**config.mk**
```make
export PLATFORM = sky130hd
export DESIGN_NAME = irq_ctrl_flat
export DESIGN_NICKNAME = d
export VERILOG_FILES = /design/src/rtl/irq_ctrl_pkg.sv /design/src/rtl/irq_ctrl_if.sv /design/src/rtl/irq_sync.sv /design/src/rtl/irq_ctrl.sv /design/src/flat_wrapper.sv
export SDC_FILE = /design/constraint.sdc
export NUM_CORES = 1
export LEC_CHECK = 0
export CAP_MARGIN = 15
export CORE_ASPECT_RATIO = 1.5
export CORE_UTILIZATION = 42
export DETAILED_ROUTE_END_ITERATION = 16
export PLACE_DENSITY = 0.85
export SKIP_LAST_GASP = 1
export SYNTH_ARGS = -nofsm -noshare
export SYNTH_HDL_FRONTEND = slang
export SYNTH_SLANG_ARGS = --single-unit
```
**constraint.sdc**
```tcl
create_clock -name clk -period 1.3 [get_ports clk]
set_input_delay 0.26 -clock clk [delete_from_list [all_inputs] [get_ports clk]]
set_output_delay 0.26 -clock clk [all_outputs]
set_load 0.05 [all_outputs]
```
**src/rtl/irq_ctrl_pkg.sv**
```systemverilog
`default_nettype none
// ============================================================================
// Module      : irq_ctrl_pkg
// Description : Shared constants for the interrupt controller and CPU core.
// Revision    : 1.0 - initial release
// ============================================================================
package irq_ctrl_pkg;

    localparam int c_NUM_IRQ_DEFAULT = 6;
    localparam int c_REG_WIDTH       = 32;

    // MODE register layout: edge-select field low, polarity field high.
    localparam int c_MODE_EDGE_LSB = 0;
    localparam int c_MODE_POL_LSB  = 8;

    typedef enum logic [1:0] {
        REG_STATUS  = 2'd0,
        REG_PENDING = 2'd1,
        REG_MASK    = 2'd2,
        REG_MODE    = 2'd3
    } regAddr_e;

endpackage
`default_nettype wire

```
**src/rtl/irq_ctrl_if.sv**
```systemverilog
`default_nettype none
// ============================================================================
// Module      : irq_ctrl_if
// Description : Register-access bus between the CPU core and irq_ctrl.
// Revision    : 1.0 - initial release
// ============================================================================
interface irq_ctrl_if;
    import irq_ctrl_pkg::*;

    logic                   reg_en;
    logic                   reg_we;
    logic [1:0]             reg_addr;
    logic [c_REG_WIDTH-1:0] reg_wdata;
    logic [c_REG_WIDTH-1:0] reg_rdata;
    logic                   reg_ack;

    modport master (
        output reg_en, reg_we, reg_addr, reg_wdata,
        input  reg_rdata, reg_ack
    );

    modport slave (
        input  reg_en, reg_we, reg_addr, reg_wdata,
        output reg_rdata, reg_ack
    );

endinterface
`default_nettype wire

```
**src/rtl/irq_sync.sv**
```systemverilog
`default_nettype none
// ============================================================================
// Module      : irq_sync
// Description : Multi-flop synchronizer for one asynchronous interrupt line.
// Revision    : 1.0 - initial release
// ============================================================================
module irq_sync #(
    parameter int STAGES = 2
) (
    input  wire logic clk,
    input  wire logic resetn,
    input  wire logic d,
    output logic      q
);

    logic [STAGES-1:0] r_chain;

    always_ff @(posedge clk or negedge resetn) begin
        if (!resetn) begin
            r_chain <= '0;
        end else begin
            r_chain <= {r_chain[STAGES-2:0], d};
        end
    end

    assign q = r_chain[STAGES-1];

endmodule
`default_nettype wire

```
**src/rtl/irq_ctrl.sv**
```systemverilog
`default_nettype none
// ============================================================================
// Module      : irq_ctrl
// Description : Interrupt controller: sync, polarity/edge handling, pending,
//               mask and register access feeding CP0 external interrupts.
// Revision    : 1.0 - initial release
// ============================================================================
module irq_ctrl
    import irq_ctrl_pkg::*;
#(
    parameter int NUM_IRQ     = c_NUM_IRQ_DEFAULT,
    parameter int SYNC_STAGES = 2
) (
    input  wire logic               clk,
    input  wire logic               resetn,
    input  wire logic [NUM_IRQ-1:0] irq_raw,
    irq_ctrl_if.slave               bus,
    output logic      [NUM_IRQ-1:0] int_out
);

    logic [NUM_IRQ-1:0]     w_sync;
    logic [NUM_IRQ-1:0]     w_adj;
    logic [NUM_IRQ-1:0]     w_newAdj;
    logic [NUM_IRQ-1:0]     w_newEdge;
    logic [NUM_IRQ-1:0]     w_newPol;
    logic [NUM_IRQ-1:0]     w_modeChg;
    logic [NUM_IRQ-1:0]     w_w1c;
    logic [NUM_IRQ-1:0]     w_rise;
    logic [NUM_IRQ-1:0]     w_pendingNext;
    logic [NUM_IRQ-1:0]     r_hist;
    logic [NUM_IRQ-1:0]     r_pending;
    logic [NUM_IRQ-1:0]     r_mask;
    logic [NUM_IRQ-1:0]     r_edgeMode;
    logic [NUM_IRQ-1:0]     r_pol;
    logic                   w_wrPending;
    logic                   w_wrMask;
    logic                   w_wrMode;
    logic [c_REG_WIDTH-1:0] w_rdata;
    logic                   w_unusedWdata;

    for (genvar i = 0; i < NUM_IRQ; i++) begin : g_sync
        irq_sync #(
            .STAGES (SYNC_STAGES)
        ) u_sync (
            .clk    (clk),
            .resetn (resetn),
            .d      (irq_raw[i]),
            .q      (w_sync[i])
        );
    end

    assign w_wrPending = bus.reg_en & bus.reg_we & (bus.reg_addr == REG_PENDING);
    assign w_wrMask    = bus.reg_en & bus.reg_we & (bus.reg_addr == REG_MASK);
    assign w_wrMode    = bus.reg_en & bus.reg_we & (bus.reg_addr == REG_MODE);

    assign w_newEdge = w_wrMode ? bus.reg_wdata[c_MODE_EDGE_LSB +: NUM_IRQ] : r_edgeMode;
    assign w_newPol  = w_wrMode ? bus.reg_wdata[c_MODE_POL_LSB  +: NUM_IRQ] : r_pol;
    assign w_modeChg = (w_newEdge ^ r_edgeMode) | (w_newPol ^ r_pol);

    assign w_adj    = w_sync ^ r_pol;
    // History always captures the adjusted level under the polarity in force
    // next cycle, so a mode change never manufactures a rising edge.
    assign w_newAdj = w_sync ^ w_newPol;

    assign w_w1c  = w_wrPending ? bus.reg_wdata[NUM_IRQ-1:0] : '0;
    assign w_rise = w_adj & ~r_hist;

    // Edge lines: a new rise beats a simultaneous W1C. Level lines track adj.
    assign w_pendingNext = ~w_modeChg &
                           ((r_edgeMode & (w_rise | (r_pending & ~w_w1c))) |
                            (~r_edgeMode & w_adj));

    assign w_unusedWdata = ^bus.reg_wdata;

    always_comb begin
        w_rdata = '0;
        case (regAddr_e'(bus.reg_addr))
            REG_STATUS:  w_rdata[NUM_IRQ-1:0] = w_adj;
            REG_PENDING: w_rdata[NUM_IRQ-1:0] = r_pending;
            REG_MASK:    w_rdata[NUM_IRQ-1:0] = r_mask;
            REG_MODE: begin
                w_rdata[c_MODE_EDGE_LSB +: NUM_IRQ] = r_edgeMode;
                w_rdata[c_MODE_POL_LSB  +: NUM_IRQ] = r_pol;
            end
            default: w_rdata = '0;
        endcase
    end

    always_ff @(posedge clk or negedge resetn) begin
        if (!resetn) begin
            r_hist        <= '0;
            r_pending     <= '0;
            r_mask        <= '0;
            r_edgeMode    <= '0;
            r_pol         <= '0;
            int_out       <= '0;
            bus.reg_rdata <= '0;
            bus.reg_ack   <= 1'b0;
        end else begin
            r_hist      <= w_newAdj;
            r_pending   <= w_pendingNext;
            r_edgeMode  <= w_newEdge;
            r_pol       <= w_newPol;
            int_out     <= r_pending & r_mask;
            bus.reg_ack <= bus.reg_en;
            if (w_wrMask) begin
                r_mask <= bus.reg_wdata[NUM_IRQ-1:0];
            end
            if (bus.reg_en && !bus.reg_we) begin
                bus.reg_rdata <= w_rdata;
            end
        end
    end

endmodule
`default_nettype wire
```
**src/flat_wrapper.sv**
```systemverilog
// flat-port wrapper written by rule: the top's interface ports become plain ports
module irq_ctrl_flat import irq_ctrl_pkg::*;
#(
    parameter int NUM_IRQ     = c_NUM_IRQ_DEFAULT,
    parameter int SYNC_STAGES = 2
)
  (clk, resetn, irq_raw, int_out, bus_reg_en, bus_reg_we, bus_reg_addr, bus_reg_wdata, bus_reg_rdata, bus_reg_ack);
  irq_ctrl_if bus_i ();
  input  wire logic clk;
  input  wire logic resetn;
  input  wire logic [NUM_IRQ-1:0] irq_raw;
  output logic      [NUM_IRQ-1:0] int_out;
  input wire logic [$bits(bus_i.reg_en)-1:0] bus_reg_en;
  input wire logic [$bits(bus_i.reg_we)-1:0] bus_reg_we;
  input wire logic [$bits(bus_i.reg_addr)-1:0] bus_reg_addr;
  input wire logic [$bits(bus_i.reg_wdata)-1:0] bus_reg_wdata;
  output wire logic [$bits(bus_i.reg_rdata)-1:0] bus_reg_rdata;
  output wire logic [$bits(bus_i.reg_ack)-1:0] bus_reg_ack;
  assign bus_i.reg_en = bus_reg_en;
  assign bus_i.reg_we = bus_reg_we;
  assign bus_i.reg_addr = bus_reg_addr;
  assign bus_i.reg_wdata = bus_reg_wdata;
  assign bus_reg_rdata = bus_i.reg_rdata;
  assign bus_reg_ack = bus_i.reg_ack;
  irq_ctrl #(.NUM_IRQ(NUM_IRQ), .SYNC_STAGES(SYNC_STAGES)) u_core (.clk(clk), .resetn(resetn), .irq_raw(irq_raw), .bus(bus_i), .int_out(int_out));
endmodule
```
==> summary.md, run 1 <==
| Metric | Value |
|---|---|
| Post-route ant nets | 0 |
| Row count | 35 |
| Post-Route Skew | 0.00904 ns |
| Worst Path Required | 1.53 ns |
| F_max | 0.697 GHz |
| Area fraction in compound gates after synthesis | 0.0827 |
| Hold_ws | 0.348 ns |
| Clk sinks | 61 |
| Mux contribution to synthesized area | 0.105 |
| Final Max Slew Viols | 0 |
| Final setup viols | 8 |
| Drt total wl | 5900 um |
| Initial antenna violation count | 0 |
| Antenna cell count | 0 |
| Clk Tree Root Cell | clkbuf_8 |
| Placed cell count | 355 |
| Overall power | 7050 uW |
| R2R Path Start | u_core.r_pol[3]$_DFF_PN0_ |
| Clock Latency Late Sink | 0.34 ns |
| Synthesized cell area | 2650 um2 |
| Outcome | complete, but fails checks |
| Worst Setup SP | u_core.r_pol[3]$_DFF_PN0_ |
| Yosys cell types | 24 |
| Ranking of synthesized cells by area | dfrtp_1 58%, buf_4 5.7%, mux2_2 4.7% |
| Seq/Total Area, Yosys | 0.577 |
| RSZ-0062 raised after global routing | yes |
| DR iter-0 viols | 124 |
| H-tree Lvls | 3 |
| Share of cells above drive strength 1 | 0.342 |
| Remaining DRCs | 0 |
| Syn-to-layout area delta | 48.2% |
| Vias | 1877 |
| Post-synthesis adder-cell area fraction | 0 |
| Failing checks | negative setup slack |
| Die area | 6630 um2 |
| Synthesized instance count | 208 |
| Synth Register Bits | 61 |
| Final Wtd Congestion | 0.812 |
| Post-Synth Simple-Gate Area | 0.0690 |
| Final Hold Fails | 0 |
| Gr usage total | 0.197 |
| Congestion Overflow GR | 0 |
| Crit-path max FO | 2 |
| Min-delay src | u_core.g_sync[2].u_sync.r_chain[0]$_DFF_PN0_ |
| Core ar. | 6130 um2 |
| Post-layout min period | 1.43 ns |
| Clock Path Buffers | 2 |
| Die W | 66.8 um |
| Main combinational cell family by area after synthesis | multiplexers |
| Post-DP HPWL | 3920 um |
| TritonCTS clock tree | built |
| First-pass GRT wire length | 9400 um |
| Mean post-synth cell area | 12.7 um2 |
| Clock slew seen by the registers of the worst setup and hold paths | 0.07 ns |
| VDD IR max | 972 uV |
| Nets | 349 |
| Crit path arrival time | 1.66 ns |
| Vias in the first global route | 1933 |
| # IOs | 83 |
| Die H | 99.2 um |
| DR WL/cell | 15.4 um |
| Critical path class | reg2reg |
| Leak pwr | 0.00185 uW |
| Initial Util | 0.432 |
| Port Buf Inserts | 42 |
| Ys Warns | 0 |
| Max-cap violations | 0 |
| Post-Route Setup TNS | -0.726 ns |
| Synth Area in XOR/XNOR | 0.0794 |
| Post-layout util | 0.640 |
| Detailed Routing Iterations Pass 1 | 4 |
| Vias per std cell | 4.89 |
| Post-Layout Cell Count | 384 |
| Post-synth top area share | 0.577 |
| Fillers | 450 |
| Pin count of the biggest net entering global routing | 27 |
| PD cells | 1800 nW/um2 |
| Final period util | 1.10 |
| CTS Buf Count | 9 |
| Hold crit path type | reg2reg |
| Crit end category | flip-flop |
| Final worst setup slack | -0.134 ns |
| Cell taking the most area after synthesis | dfrtp_1 |
| CP Launch Type | flip-flop |
-- power breakdown --
group	internal [uW]	switching [uW]
Combinational	1170	1130
Sequential	2280	312
Clock	1430	729
-- cells in the mapped netlist --
| master | count |
|---|---|
| nand2_1 | 25 |
| xnor2_1 | 12 |
| mux4_2 | 5 |
| and2_1 | 6 |
| xor2_1 | 12 |
| buf_6 | 3 |
| clkbuf_8 | 1 |
| dfrtp_1 | 61 |
| or2b_2 | 1 |
| clkbuf_1 | 2 |
| a21oi_1 | 12 |
| conb_1 | 1 |
| buf_4 | 20 |
| o21ai_0 | 12 |
| a22o_2 | 1 |
| mux2_4 | 1 |
| a22o_1 | 5 |
| nor2_1 | 1 |
| nand4b_1 | 2 |
| mux4_1 | 1 |
| mux2_2 | 11 |
| inv_1 | 6 |
| o211ai_1 | 6 |
| nand4_4 | 1 |
-- cell type report --
type | instances | area (um2) | area share
Multi-Input combinational cell | 135 | 981 | 0.250
Timing Repair Buffer | 92 | 1040 | 0.265
Sequential cell | 61 | 1530 | 0.389
Clock inverter | 3 | 90.1 | 0.0230
Clock buffer | 13 | 169 | 0.0431
Inverter | 6 | 22.5 | 0.00574
Tap cell | 74 | 92.6 | 0.0236
-- routing by layer --
metal | routed length (um) | GRT usage
met4 | 147 | 0.126
met3 | 268 | 0.0470
met1 | 2390 | 0.237
met5 | 0 | 0
met2 | 3100 | 0.311
-- registers in the layout, summed over array words and instances, names as in the netlist --
register	flops
u_core.r_mask	6
u_core.int_out	6
u_core.r_pol	6
u_core.bus.reg_rdata	12
u_core.r_hist	6
u_core.g_sync.u_sync.r_chain	12
u_core.r_pending	6
u_core.r_edgeMode	6
u_core.bus.reg_ack	1
-- cells by family (layout without fill, tap and decap cells) --
family | Yosys count | in the layout
flops | 61 | 61
compound gates | 36 | 36
xor+xnor | 24 | 24
other cells | 1 | 20
simple gates | 36 | 37
buf+inv | 32 | 114
mux | 18 | 18
-- placed cells by master, fill, tap and decap left out, drive strengths merged, types with 12 or more instances in the layout --
cell,instances
buf,68
clkbuf,13
xor2,12
nand2,25
a21oi,12
mux2,12
o21ai,12
xnor2,12
dfrtp,61
conb,20
clkdlybuf4s50,18
-- worst max-delay path, stage by stage, from the launching register on --
cell     delay, ns
dfrtp_1       0.40
xor2_1        0.18
mux4_2        0.46
mux2_4        0.28
-- worst paths after layout --
| kind | end | slack, ns | cells past startpoint |
|---|---|---|---|
| worst min-delay path | u_core.g_sync[2].u_sync.r_chain[1]$_DFF_PN0_ | 0.35 | 0 |
| max in group asynchronous | u_core.int_out[1]$_DFF_PN0_ | 0.44 | 3 |
| worst max register to register | u_core.bus.reg_rdata[3]$_DFFE_PN0P_ | -0.13 | 3 |
| worst max-delay path | u_core.bus.reg_rdata[3]$_DFFE_PN0P_ | -0.13 | 3 |
| worst min register to register | u_core.g_sync[2].u_sync.r_chain[1]$_DFF_PN0_ | 0.35 | 0 |
| min in group asynchronous | u_core.r_hist[4]$_DFF_PN0_ | 0.38 | 2 |
-- repair_timing --
action                                  4_1_cts  5_1_grt
resized for setup                             6        0
cloned                                        2        0
endpoints found under the setup margin       34        6
pin swaps                                     6        1
endpoints found under the hold margin        14        0
hold buffers                                  1        0
buffers inserted                              6        4
-- stage by stage --
step / area, um2 / setup WS (ns)
2_1_floorplan: 2720 / -0.0682
3_3_place_gp: 3530 / -0.511
3_5_place_dp: 3530 / -0.529
4_1_cts: 3890 / -0.126
5_1_grt: 3920 / -0.169
6_report: 3920 / -0.134
Note: power is estimated with default switching activity, not from simulation.
==> inputs of run 2 (changes only) <==
Settings changed: SLEW_MARGIN from default to 20.
==> results of run 2 <==
The final DEF is identical to that of run 1; final timing and power are the same.
==> inputs of run 3 (changes only) <==
Settings changed: GPL_TIMING_DRIVEN from default to 0.
==> run 3 against run 2 <==
  * Via count fell by 4.6%
  * The flow still finishes with violations (negative setup slack)
  * Sequential power is 3% lower
  * Register-to-register slack hardly changed
  * Highest routed layer unchanged
  * Critical path depth stayed put
==> summary.md, run 3 (synthesis gave the netlist of run 1 again) <==
| Metric | Value |
|---|---|
| Outcome | complete, but fails checks |
| Failing checks | negative setup slack |
| Slowest stage delay, CP | 0.47 ns |
| Clock Path Buffers | 2 |
| Fillers | 531 |
| Post-route ant nets | 0 |
| Pre-CTS WS | -0.654 ns |
| Hold crit path type | in2async |
| Final period util | 1.11 |
| Worst Path Required | 1.52 ns |
| Commonest cells after routing, fill and taps aside | 60 x dfrtp_1, 37 x buf_4, 25 x nand2_1 |
| Post-layout min period | 1.45 ns |
| Syn-to-layout area delta | 31.4% |
| Most common cell after layout, fill and taps aside | dfrtp_1 |
| Critical path class | reg2reg |
| Post-Layout Cell Count | 375 |
| Final Wtd Congestion | 0.776 |
| Nets | 340 |
| PD cells | 1690 nW/um2 |
| Initial Util | 0.432 |
| Drt total wl | 5270 um |
| TritonCTS clock tree | built |
| Core ar. | 6130 um2 |
| Crit-path slowest cell | mux4_2 |
| Crit-path max FO | 4 |
| Final Max Slew Viols | 0 |
| Placed cell count | 342 |
| Clock Latency Late Sink | 0.34 ns |
| Crit path arrival time | 1.66 ns |
| Multi-input logic area | 978 um2 |
| Area after DPL | 3230 um2 |
| Post-layout instance area | 3480 um2 |
| Initial antenna violation count | 0 |
| Vias | 1791 |
| Die area | 6630 um2 |
| Row count | 35 |
| Leak pwr | 0.00168 uW |
| H-tree Lvls | 3 |
| Vias per std cell | 4.78 |
| Final setup viols | 6 |
| Gr usage total | 0.183 |
| Storage element area | 1530 um2 |
| Crit end category | flip-flop |
| Remaining DRCs | 0 |
| Die W | 66.8 um |
| Biggest regs | u_core.bus.reg_rdata x12, u_core.g_sync.u_sync.r_chain x12 |
| Clk Tree Root Cell | clkbuf_8 |
| Critical path buffer and inverter count | 0 |
| DR iter-0 viols | 82 |
| RSZ-0062 raised after global routing | yes |
| DR WL/cell | 14.1 um |
| Hold_ws | 0.262 ns |
| VDD IR max | 857 uV |
| Post-Route Skew | 0.0128 ns |
| Clk sinks | 61 |
| Die H | 99.2 um |
| Crit path max-delay family | multiplexers |
| Antenna cell count | 0 |
| Post-DP HPWL | 3670 um |
| Final Hold Fails | 0 |
| Cells along the critical path | xor2_1 -> mux4_2 -> mux2_2 |
| Vias in the first global route | 1870 |
| # IOs | 83 |
| Pin count of the biggest net entering global routing | 61 |
| Final worst setup slack | -0.146 ns |
| F_max | 0.692 GHz |
| CTS Buf Count | 9 |
| Detailed Routing Iterations Pass 1 | 4 |
| Clock slew seen by the registers of the worst setup and hold paths | 0.07 ns |
| Port Buf Inserts | 40 |
| First-pass GRT wire length | 8820 um |
| CP Launch Type | flip-flop |
| Max-cap violations | 0 |
| Share of cells above drive strength 1 | 0.332 |
| Congestion Overflow GR | 0 |
[run 3: cell count changes in the layout (fill, tap and decap cells not counted), sizes merged, moves of 2 or more]
cell and change:
clkinv +2, buf -8, dlygate4sd2 -2, clkbuf +2, bufinv -2
[run 3: path summary, 6_finish.rpt]
check / slack [ns] / depth (start not counted) / endpoint / start
min reg2reg: 0.35 / 0 / u_core.g_sync[2].u_sync.r_chain[1]$_DFF_PN0_ / u_core.g_sync[2].u_sync.r_chain[0]$_DFF_PN0_
max: -0.15 / 3 / u_core.bus.reg_rdata[0]$_DFFE_PN0P_ / u_core.r_pol[0]$_DFF_PN0_
max reg2reg: -0.15 / 3 / u_core.bus.reg_rdata[0]$_DFFE_PN0P_ / u_core.r_pol[0]$_DFF_PN0_
min in group clk: 0.30 / 1 / u_core.bus.reg_ack$_DFF_PN0_ / bus_reg_en
min: 0.26 / 2 / u_core.r_hist[4]$_DFF_PN0_ / resetn
max in group asynchronous: 0.55 / 3 / u_core.r_pol[3]$_DFF_PN0_ / resetn
[run 3: through the flow]
step                TNS, ns  utilization  power (uW)
floorplan            -0.394            -        3740
global placement    -134.49        0.523        4230
detailed placement   -20.37        0.527        4320
CTS                  -0.814        0.568        5910
global route          -1.03        0.567        6170
finish               -0.754        0.567        5880
[run 3: layout make-up]
| cell class | instances | area share |
|---|---|---|
| Timing Repair Buffer | 58 | 0.132 |
| Clock inverter | 4 | 0.0137 |
| Inverter | 6 | 0.00647 |
| Clock buffer | 12 | 0.0417 |
| Buffer | 26 | 0.0594 |
| Tap cell | 74 | 0.0266 |
| Sequential cell | 61 | 0.439 |
| Multi-Input combinational cell | 134 | 0.281 |
[run 3: routing by layer]
layer  global-route usage  vias up  part of all wire
met1                0.203      876              0.36
li1                     -      839                 -
met5                    0        -                 0
met4               0.0720        0             0.019
met3               0.0700       13             0.085
met2                0.308       63              0.53
[run 3: worst reg2reg max path: stages, from the launching register on]
cell and delay, ns:
dfrtp_1 0.42, xor2_1 0.17, mux4_2 0.47, mux2_2 0.28
[run 3: repair_timing]
item,in CTS,in global routing
pin swaps,2,1
cloned,0,0
hold buffers,1,0
resized for setup,88,15
endpoints found under the hold margin,61,0
endpoints found under the setup margin,50,13
setup buffers,12,4
[run 3: power breakdown]
| group | total [uW] | internal, uW | switching (uW) |
|---|---|---|---|
| logic | 1720 | 665 | 1050 |
| registers | 2520 | 2280 | 244 |
| clock network | 1630 | 932 | 699 |
| total | 5880 | 3880 | 2000 |
